[config.mk]
export PLATFORM = sky130hd
export DESIGN_NAME = full_adder
export DESIGN_NICKNAME = d
export VERILOG_FILES = /design/src/rtl/full_adder_pkg.sv /design/src/rtl/full_adder_bit.sv /design/src/rtl/full_adder.sv
export SDC_FILE = /design/constraint.sdc
export NUM_CORES = 1
export LEC_CHECK = 0
export ABC_CLOCK_PERIOD_IN_PS = 800
export BUFFER_PORTS_ARGS = -buffer_cell sky130_fd_sc_hd__buf_2
export CORE_AREA = 3 3 40 42
export DETAILED_ROUTE_END_ITERATION = 12
export DIE_AREA = 0 0 43 45
export HOLD_SLACK_MARGIN = 0.05
export MAX_ROUTING_LAYER = met4
export PLACE_DENSITY_LB_ADDON = 0.2
export SETUP_SLACK_MARGIN = 0.05
export SYNTH_ARGS = -nofsm -noshare
export SYNTH_HDL_FRONTEND = slang
export SYNTH_HIERARCHICAL = 1
export SYNTH_SLANG_ARGS = --single-unit
[constraint.sdc]
create_clock -name clk -period 0.8 [get_ports clk]
set_input_delay 0.04 -clock clk [delete_from_list [all_inputs] [get_ports clk]]
set_output_delay 0.04 -clock clk [all_outputs]
set_load 0.005 [all_outputs]
[src/rtl/full_adder_pkg.sv]
// Shared helpers for the full_adder datapath leaf.
package full_adder_pkg;

  // Signed overflow: operands agree in sign but the sum's sign differs.
  function automatic logic signed_ovf(
    input logic a_msb,
    input logic b_msb,
    input logic s_msb
  );
    return (a_msb == b_msb) && (s_msb != a_msb);
  endfunction

endpackage : full_adder_pkg

[src/rtl/full_adder_bit.sv]
// One-bit full adder cell used as a link of the ripple chain.
module full_adder_bit (
  input  logic a,
  input  logic b,
  input  logic ci,
  output logic s,
  output logic co
);

  // Sum and majority carry.
  always_comb begin
    s  = a ^ b ^ ci;
    co = (a & b) | (a & ci) | (b & ci);
  end

endmodule : full_adder_bit

[src/rtl/full_adder.sv]
// Parameterised ripple-carry adder with a combinational result and a
// registered copy carrying a signed-overflow flag and a valid strobe.
module full_adder
  import full_adder_pkg::*;
#(
  parameter int unsigned WIDTH = 1
) (
  output logic [WIDTH-1:0] out,
  output logic             cout,
  input  logic [WIDTH-1:0] num1,
  input  logic [WIDTH-1:0] num2,
  input  logic             cin,
  input  logic             clk,
  input  logic             rst_n,
  input  logic             en,
  output logic [WIDTH-1:0] out_q,
  output logic             cout_q,
  output logic             ovf_q,
  output logic             vld_q
);

  localparam int unsigned MSB = WIDTH - 1;

  // carry[i] feeds cell i; carry[WIDTH] is the adder's carry out.
  logic [WIDTH:0] carry;
  logic           ovf;

  assign carry[0] = cin;

  // Ripple chain of 1-bit cells, LSB first.
  for (genvar i = 0; i < WIDTH; i++) begin : g_cell
    full_adder_bit u_cell (
      .a  (num1[i]),
      .b  (num2[i]),
      .ci (carry[i]),
      .s  (out[i]),
      .co (carry[i+1])
    );
  end

  assign cout = carry[WIDTH];
  assign ovf  = signed_ovf(num1[MSB], num2[MSB], out[MSB]);

  // Result register: load on en, valid strobes only for a loading cycle.
  always_ff @(posedge clk or negedge rst_n) begin
    if (!rst_n) begin
      out_q  <= '0;
      cout_q <= 1'b0;
      ovf_q  <= 1'b0;
      vld_q  <= 1'b0;
    end else begin
      vld_q <= en;
      if (en) begin
        out_q  <= out;
        cout_q <= cout;
        ovf_q  <= ovf;
      end
    end
  end

endmodule : full_adder

==> flow_summary.toml, run 1 <==
[logic_synthesis]
synth_seq_cells = 4
avgSynthCellArea_um2 = 15.4
yosysMostFrequentCell = "dfrtp_1"
synthCells = 11
ys_warn_count = 6
ys_top_cells_by_area = "dfrtp_1 (59%), mux2_2 (13%), fa_1 (12%), or3b_1 (5.2%), nand3b_1 (4.4%)"
synth-seq-area-share_pct = 59.3
synthArstFlopShare_pct = 100
synth-edff-count = 0
synth_top_area_share_pct = 59.3
synth_area_leader_cell = "dfrtp_1"
netlist_area_um2 = 169
ys.flop_type = "dfrtp_1"
syn_nets = 18
synth_commonest_cells = "dfrtp_1 (4), mux2_2 (2)"
ys_types = 7

[critical_path]
cp-end-kind = "flop"
critPathBufInv = 1
r2r_slack_ns = 0.05
max_stage_delay_ns = 0.56
critPathLaunchType = "input port"
crit_family = "adder cells"
worstSetupPathType = "input port to flop"
arrival_ns = 1.18
r2r-start = "cout_q"
reg2regPathDepth = 1
cp_cell_sequence = "buf_6 > fa_2 > or3b_1 > a31oi_1"
slowest_stage = "fa_2"
worstPathMaxFanout = 2
reg2reg_to = "cout_q"
cp.required_ns = 0.95

[timing]
finalSetupTns_ns = -0.415
fmax_mhz = 970
fin_crit_sh_pct = 129
finClkSkew_ns = 0
min_period_ns = 1.03
worst_pin_slew_ns = 0.127
setup_ws_ns = -0.231
hold_viol_final = 0
finalSetupViolCount = 3
relSlewSlack_pct = 91.5
hold_ws_ns = 0.0818
rsz0062_at_grt = "yes"
drv_slew = 0

[placement]
gp_congestion = 0.587
placed_cell_area_um2 = 272
io_buffers = 11
place_ws_ns = -0.487

[worst_hold_path]
hold_depth = 2
holdPathEnd = "ovf_q"
min_from = "en"
hold_class = "input port to flop"

[clocking]
root_buffer = "clkbuf_4"
cts.sinks = 4
htreeDepth = 1
clock_latency_ns = 0.23
cts_tree = "yes"
cts_buffers = 3
cts_buffer_depth = 2
clkSlewWorstSetupHoldPaths_ns = 0.04

[die]
die_w_um = 43
die_h_um = 45
io_pins = 12
design.die.area_um2 = 1940
rows = 13
start_util_pct = 13.1
coreArea_um2 = 1280

[layout]
nNetsFinal = 40
areaGrowthSynthToFinish_pct = 104
drive_gt1_share_pct = 67.7
fill_cells = 136
final_cell_area_um2 = 344
diodes = 0
post-route-util_pct = 26.8

[status]
status = "finished with violations"
violations = "setup timing"

[route]
drcViolationCount = 0
ant_nets = 0
drt-wirelength-per-cell_um = 9.72
drt_iter0_drc = 0
num_vias = 160
routed_wl_um = 447
drt-pass1-iter-count = 1
via_per_inst = 3.48

[power_and_ir_drop]
powerDensity_nw_per_um2 = 1910
peakVddDrop_uv = 975
leakagePower_nw = 0.166

[run]
cap_violations = 0

[grt]
gr-usage-all-layers_pct = 6.38
grt_pass1_wl_um = 779
overflow = 0
grt_antenna_before_repair = 0
grt_pass1_vias = 181
grt_max_degree = 6
## worst max path at each step
stage / startpoint / to / slack (ns) / cells after the start
after global routing: cin / ovf_q / -0.27 / 4
after global placement: cin / ovf_q / -0.47 / 4
after detailed placement: cin / ovf_q / -0.49 / 4
after floorplan: cin / ovf_q / -0.35 / 3
final: cin / ovf_q / -0.23 / 4
after CTS: cin / ovf_q / -0.23 / 4
## routing by layer
layer	vias to the layer above	routed length, um	track usage [%]	share of wire, %
met5	-	0	-	0
met4	0	0	1.81	0
met3	0	64	7.57	14
met2	10	226	8.68	51
met1	70	156	5.64	35
li1	80	-	-	-
## cells in the final DEF (no fill, tap or decap), drive strengths merged
master	n
fa	1
clkbuf	3
a31oi	1
nand3b	1
or3b	1
buf	15
mux2	2
dfrtp	4
nor2	1
dlygate4sd3	2
## flip-flops by register name, indices dropped and copies added, names as in the netlist
signal	count
out_q	1
cout_q	1
vld_q	1
ovf_q	1
## layout make-up
type	instances	area, um2	area share [%]
multi-input combinational	7	75.1	21.8
tap	15	18.8	5.45
timing repair buffer	17	128	37.1
clock buffer	3	22.5	6.55
sequential	4	100	29.1
## what timing repair did
action	in CTS	in global routing
setup endpoints to repair	7	8
hold endpoints to repair	5	0
hold buffers	2	0
buffers inserted	1	0
gates resized for setup	4	0
pin swaps	0	0
## stage by stage
| stage | cells | total power [mW] |
|---|---|---|
| final | 46 | 0.658 |
| after detailed placement | 40 | 0.377 |
| after global placement | 40 | 0.375 |
| after floorplan | 11 | 0.294 |
| after CTS | 46 | 0.676 |
| after global routing | 46 | 0.719 |
## cells by family (layout without fill, tap and decap cells)
family / after synthesis / count (layout) / share of synthesized area (%)
simple gates: 3 / 3 / 11.9
flops: 4 / 4 / 59.3
buf+inv: 0 / 20 / 0
fa+ha+maj: 1 / 1 / 11.9
compound gates: 1 / 1 / 3.71
mux: 2 / 2 / 13.3
## report_power, final
part	leakage (nW)	internal, mW	switching (mW)
sequential	0.0470	0.229	0.00986
clock	0.0138	0.168	0.0796
combinational	0.105	0.114	0.0586
Note: power is estimated with default switching activity, not from simulation.
==> run 2: changes to the inputs <==
--- a/config.mk
+++ b/config.mk
@@ -16,5 +16,4 @@
 export SETUP_SLACK_MARGIN = 0.05
 export SYNTH_ARGS = -nofsm -noshare
 export SYNTH_HDL_FRONTEND = slang
-export SYNTH_HIERARCHICAL = 1
 export SYNTH_SLANG_ARGS = --single-unit
==> run 2 against run 1 <==
Compared with the run above: the flow still finishes with violations (setup timing); core utilization grew 0.29 points; clock skew is the same; sequential cell count is the same; largest cell class unchanged; highest routed layer unchanged.
==> flow_summary.toml, run 2 <==
[die]
die_w_um = 43
io_pins = 12
rows = 13
coreArea_um2 = 1280
die_h_um = 45
design.die.area_um2 = 1940
start_util_pct = 14.0

[timing]
fmax_mhz = 1140
relSlewSlack_pct = 91.7
finalSetupViolCount = 2
fin_crit_sh_pct = 110
setup_ws_ns = -0.0773
hold_viol_final = 0
drv_slew = 0
worst_pin_slew_ns = 0.124
min_period_ns = 0.877
finClkSkew_ns = 0
rsz0062_at_grt = "yes"

[grt]
grt_max_degree = 6
gr-usage-all-layers_pct = 5.60
met3_usage_pct = 1.59
grt_use_met2_pct = 8.08
met1_usage_pct = 5.37
busiest_layer = "met2"
overflow = 0
grt_antenna_before_repair = 0
grt_pass1_vias = 197
grt_pass1_wl_um = 731

[status]
violations = "setup timing"
status = "finished with violations"

[power_and_ir_drop]
p_sw_share_pct = 22.2
peakVddDrop_uv = 396
p_seq_share_pct = 37.1
p_int_mw = 0.508
leakagePower_nw = 0.175
p_total_mw = 0.653
power_frac_clock_pct = 36.9
p_switching_mw = 0.145
powerDensity_nw_per_um2 = 1880
combPwrFrac_pct = 26.0

[layout]
areaGrowthSynthToFinish_pct = 93.1
final_common_cell = "buf_2"
layout_common_cells = "buf_2 (8), dfrtp_1 (4), clkbuf_4 (3), buf_6 (3), buf_4 (3)"
diodes = 0
nNetsFinal = 41
drive_gt1_share_pct = 64.5
post-route-util_pct = 27.1

[route]
drt-wirelength-per-cell_um = 8.63
ant_nets = 0
routed_wl_um = 397
drt-pass1-iter-count = 2
via_per_inst = 3.41
drcViolationCount = 0
drt_iter0_drc = 1
num_vias = 157

[logic_synthesis]
yosysMostFrequentCell = "dfrtp_1"
ys.flop_type = "dfrtp_1"
syn_nets = 20
avgSynthCellArea_um2 = 15.0
ys_warn_count = 0
ys_top_cells_by_area = "dfrtp_1 (56%), mux2_2 (13%), fa_1 (11%), ha_1 (6.9%), xnor2_1 (4.9%)"
synth-seq-area-share_pct = 55.6
synth_seq_cells = 4
synth_area_leader_cell = "dfrtp_1"
ys_types = 8
synthCells = 12
netlist_area_um2 = 180
synth-edff-count = 0
synthArstFlopShare_pct = 100
synth_commonest_cells = "dfrtp_1 (4), mux2_2 (2)"
synth_top_area_share_pct = 55.6

[critical_path]
cp.required_ns = 0.76
cp-end-kind = "primary output"
worstSetupPathType = "input port to primary output"
worstPathMaxFanout = 3
critPathLaunchType = "input port"
arrival_ns = 0.84

[clocking]
cts_tree = "yes"
cts.sinks = 4
htreeDepth = 1
clkSlewWorstSetupHoldPaths_ns = 0.04
cts_buffer_depth = 2
cts_buffers = 3
root_buffer = "clkbuf_4"
clock_latency_ns = 0.23

[run]
cap_violations = 0

[worst_hold_path]
hold_class = "input port to flop"

[placement]
gp_congestion = 0.599
io_buffers = 11
## run 2: critical path, cell delays in order
cell   delay (ns)
buf_6        0.09
fa_2         0.58
buf_2        0.12
## run 2: cell type report
class / instances / area, um2
Fill cell: 135 / 937
Timing Repair Buffer: 16 / 116
Sequential cell: 4 / 100
Multi-Input combinational cell: 7 / 86.3
Clock buffer: 3 / 22.5
Tap cell: 15 / 18.8
Inverter: 1 / 3.75
## run 2: routing by layer
metal	vias up	routed length, um
li1	79	-
met1	70	165
met2	8	199
met3	0	33
met4	0	0
met5	-	0
## run 2: cells by family after synthesis
| group | count (synthesis) | share of synthesized area [%] |
|---|---|---|
| buffers and inverters | 1 | 2.08 |
| adder cells (fa/ha/maj) | 2 | 18.1 |
| XOR/XNOR | 1 | 4.86 |
| AND/OR/NAND/NOR | 1 | 3.47 |
| AO/OA/AOI/OAI | 1 | 3.47 |
| multiplexers | 2 | 12.5 |
| flip-flops | 4 | 55.6 |
## run 2: worst paths after layout
check,cells past startpoint,startpoint,slack (ns),endpoint
min,2,en,0.09,ovf_q
min reg2reg,1,cout_q,0.50,cout_q
max,3,cin,-0.08,out
min in group asynchronous,2,rst_n,0.15,out_q
max in group asynchronous,2,rst_n,0.54,vld_q
max reg2reg,1,out_q,0.05,out_q
## run 2: repair_timing
| action | 4_1_cts | 5_1_grt |
|---|---|---|
| hold buffers | 2 | 0 |
| pin swaps | 1 | 1 |
| endpoints found under the setup margin | 7 | 8 |
| setup buffers | 1 | 0 |
| endpoints found under the hold margin | 5 | 0 |
| resized for setup | 1 | 3 |
## run 2: power by group through the flow
| stage | clock, mW | sequential, mW | combinational [mW] |
|---|---|---|---|
| global placement | 0 | 0.245 | 0.145 |
| finish | 0.241 | 0.243 | 0.170 |
| CTS | 0.256 | 0.243 | 0.169 |
| detailed placement | 0 | 0.246 | 0.146 |
| floorplan | 0 | 0.249 | 0.0653 |
| global route | 0.274 | 0.247 | 0.190 |
## run 2: metrics by stage
step / setup slack, ns / instance area, um2 / cells / setup TNS (ns) / hold WS [ns]
final: -0.0773 / 348 / 46 / -0.0843 / 0.0889
after global routing: -0.0970 / 348 / 46 / -0.145 / 0.0959
after CTS: -0.0911 / 335 / 46 / -0.0994 / 0.0840
after detailed placement: -0.274 / 279 / 40 / -0.741 / -0.151
after global placement: -0.271 / 279 / 40 / -0.731 / -0.155
after floorplan: -0.135 / 190 / 12 / -0.248 / -0.256
==> run 3: changes to the inputs <==
--- a/config.mk
+++ b/config.mk
@@ -10,6 +10,7 @@
 export CORE_AREA = 3 3 40 42
 export DETAILED_ROUTE_END_ITERATION = 12
 export DIE_AREA = 0 0 43 45
+export GPL_TIMING_DRIVEN = 0
 export HOLD_SLACK_MARGIN = 0.05
 export MAX_ROUTING_LAYER = met4
 export PLACE_DENSITY_LB_ADDON = 0.2
==> run 3 against run 2 <==
Compared with the run above: the flow still finishes with violations (setup timing); first-iteration DRC count unchanged; critical path depth stayed put; worst hold slack got worse by 0.0049 ns; clock-buffer cell count unchanged; cell area decreased by 5.4%; cell count decreased by 4.3%; critical path type unchanged; largest cell class is now sequential cells; largest power group is now clock.
==> flow_summary.toml, run 3 (synthesized netlist as in run 2, its figures left out) <==
[status]
status = "finished with violations"
violations = "setup timing"

[route]
drt_iter0_drc = 1
routed_wl_um = 440
via_per_inst = 3.45
drcViolationCount = 0
ant_nets = 0
drt-wirelength-per-cell_um = 10.0
num_vias = 152
drt-pass1-iter-count = 2

[grt]
gr-usage-all-layers_pct = 5.44
overflow = 0
grt_pass1_wl_um = 724
grt_pass1_vias = 187
grt_antenna_before_repair = 0
grt_max_degree = 6

[clocking]
clkSlewWorstSetupHoldPaths_ns = 0.04
cts.sinks = 4
htreeDepth = 1
cts_tree = "yes"
clock_latency_ns = 0.23
cts_buffers = 3
root_buffer = "clkbuf_4"
cts_buffer_depth = 2

[layout]
stdcell_count = 44
post-route-util_pct = 25.6
final_cell_area_um2 = 329
layout_common_cells = "buf_2 (8), dfrtp_1 (4), clkbuf_4 (3)"
fill_cells = 139
areaGrowthSynthToFinish_pct = 82.6
final_common_cell = "buf_2"
diodes = 0
drive_gt1_share_pct = 62.1
nNetsFinal = 39

[critical_path]
r2r_slack_ns = 0.04
cp-startpoint = "cin"
crit_family = "adder cells"
max_stage_delay_ns = 0.58
worstPathMaxFanout = 3
critPathBufInv = 2
arrival_ns = 0.84
slowest_stage = "fa_2"
r2r-start = "out_q"
worstSetupPathType = "input port to primary output"
cp-end-kind = "primary output"
cp.required_ns = 0.76
critPathLaunchType = "input port"
cp_cell_sequence = "buf_6 > fa_2 > buf_2"

[timing]
setup_ws_ns = -0.0789
min_period_ns = 0.879
hold_ws_ns = 0.0840
finClkSkew_ns = 0
relSlewSlack_pct = 91.8
worst_pin_slew_ns = 0.123
drv_slew = 0
finalSetupViolCount = 2
hold_viol_final = 0
fin_crit_sh_pct = 110
finalSetupTns_ns = -0.101
rsz0062_at_grt = "yes"
fmax_mhz = 1140

[worst_hold_path]
min_from = "en"
hold_class = "input port to flop"

[die]
design.die.area_um2 = 1940
start_util_pct = 14.0
die_w_um = 43
coreArea_um2 = 1280
io_pins = 12
die_h_um = 45
rows = 13

[run]
cap_violations = 0

[placement]
io_buffers = 11
gp_congestion = 0.591
place_ws_ns = -0.275
placed_cell_area_um2 = 264
placed_cells_incl_taps = 38

[power_and_ir_drop]
p_sw_share_pct = 23.3
p_switching_mw = 0.152
p_total_mw = 0.654
leakagePower_nw = 0.164
p_int_mw = 0.502
p_seq_share_pct = 37.2
powerDensity_nw_per_um2 = 1990
peakVddDrop_uv = 351
combPwrFrac_pct = 24.7
power_frac_clock_pct = 38.0
## run 3: area by class of cell
cell class | count | area, um2 | share of cell area, %
Multi-Input combinational cell | 7 | 86.3 | 26.2
Inverter | 1 | 3.75 | 1.14
Timing Repair Buffer | 14 | 97.6 | 29.7
Sequential cell | 4 | 100 | 30.4
Clock buffer | 3 | 22.5 | 6.84
Tap cell | 15 | 18.8 | 5.70
## run 3: path summary, 6_finish.rpt
| check | end | cells after the start |
|---|---|---|
| max | out | 3 |
| min | ovf_q | 2 |
| max reg2reg | out_q | 1 |
| min in group asynchronous | out_q | 2 |
| max in group asynchronous | ovf_q | 2 |
| min reg2reg | cout_q | 1 |
## run 3: layer usage
metal | vias up | track usage (%) | routed length [um]
met5 | - | - | 0
met4 | 0 | 7.23 | 0
met3 | 0 | 0 | 31
met2 | 10 | 8.38 | 231
met1 | 69 | 5.65 | 177
li1 | 73 | - | -
## run 3: power by group through the flow
| stage | logic [mW] | registers [mW] | clock network, mW |
|---|---|---|---|
| after floorplan | 0.0653 | 0.249 | 0 |
| after global placement | 0.138 | 0.246 | 0 |
| after detailed placement | 0.139 | 0.247 | 0 |
| after CTS | 0.152 | 0.245 | 0.264 |
| after global routing | 0.182 | 0.247 | 0.263 |
| final | 0.162 | 0.244 | 0.249 |
## run 3: what timing repair did
| action | 4_1_cts | 5_1_grt |
|---|---|---|
| setup endpoints to repair | 7 | 8 |
| hold buffers | 2 | 0 |
| gates resized for setup | 2 | 1 |
| pin swaps | 3 | 1 |
| endpoints found under the hold margin | 5 | 0 |
| buffers inserted | 0 | 1 |
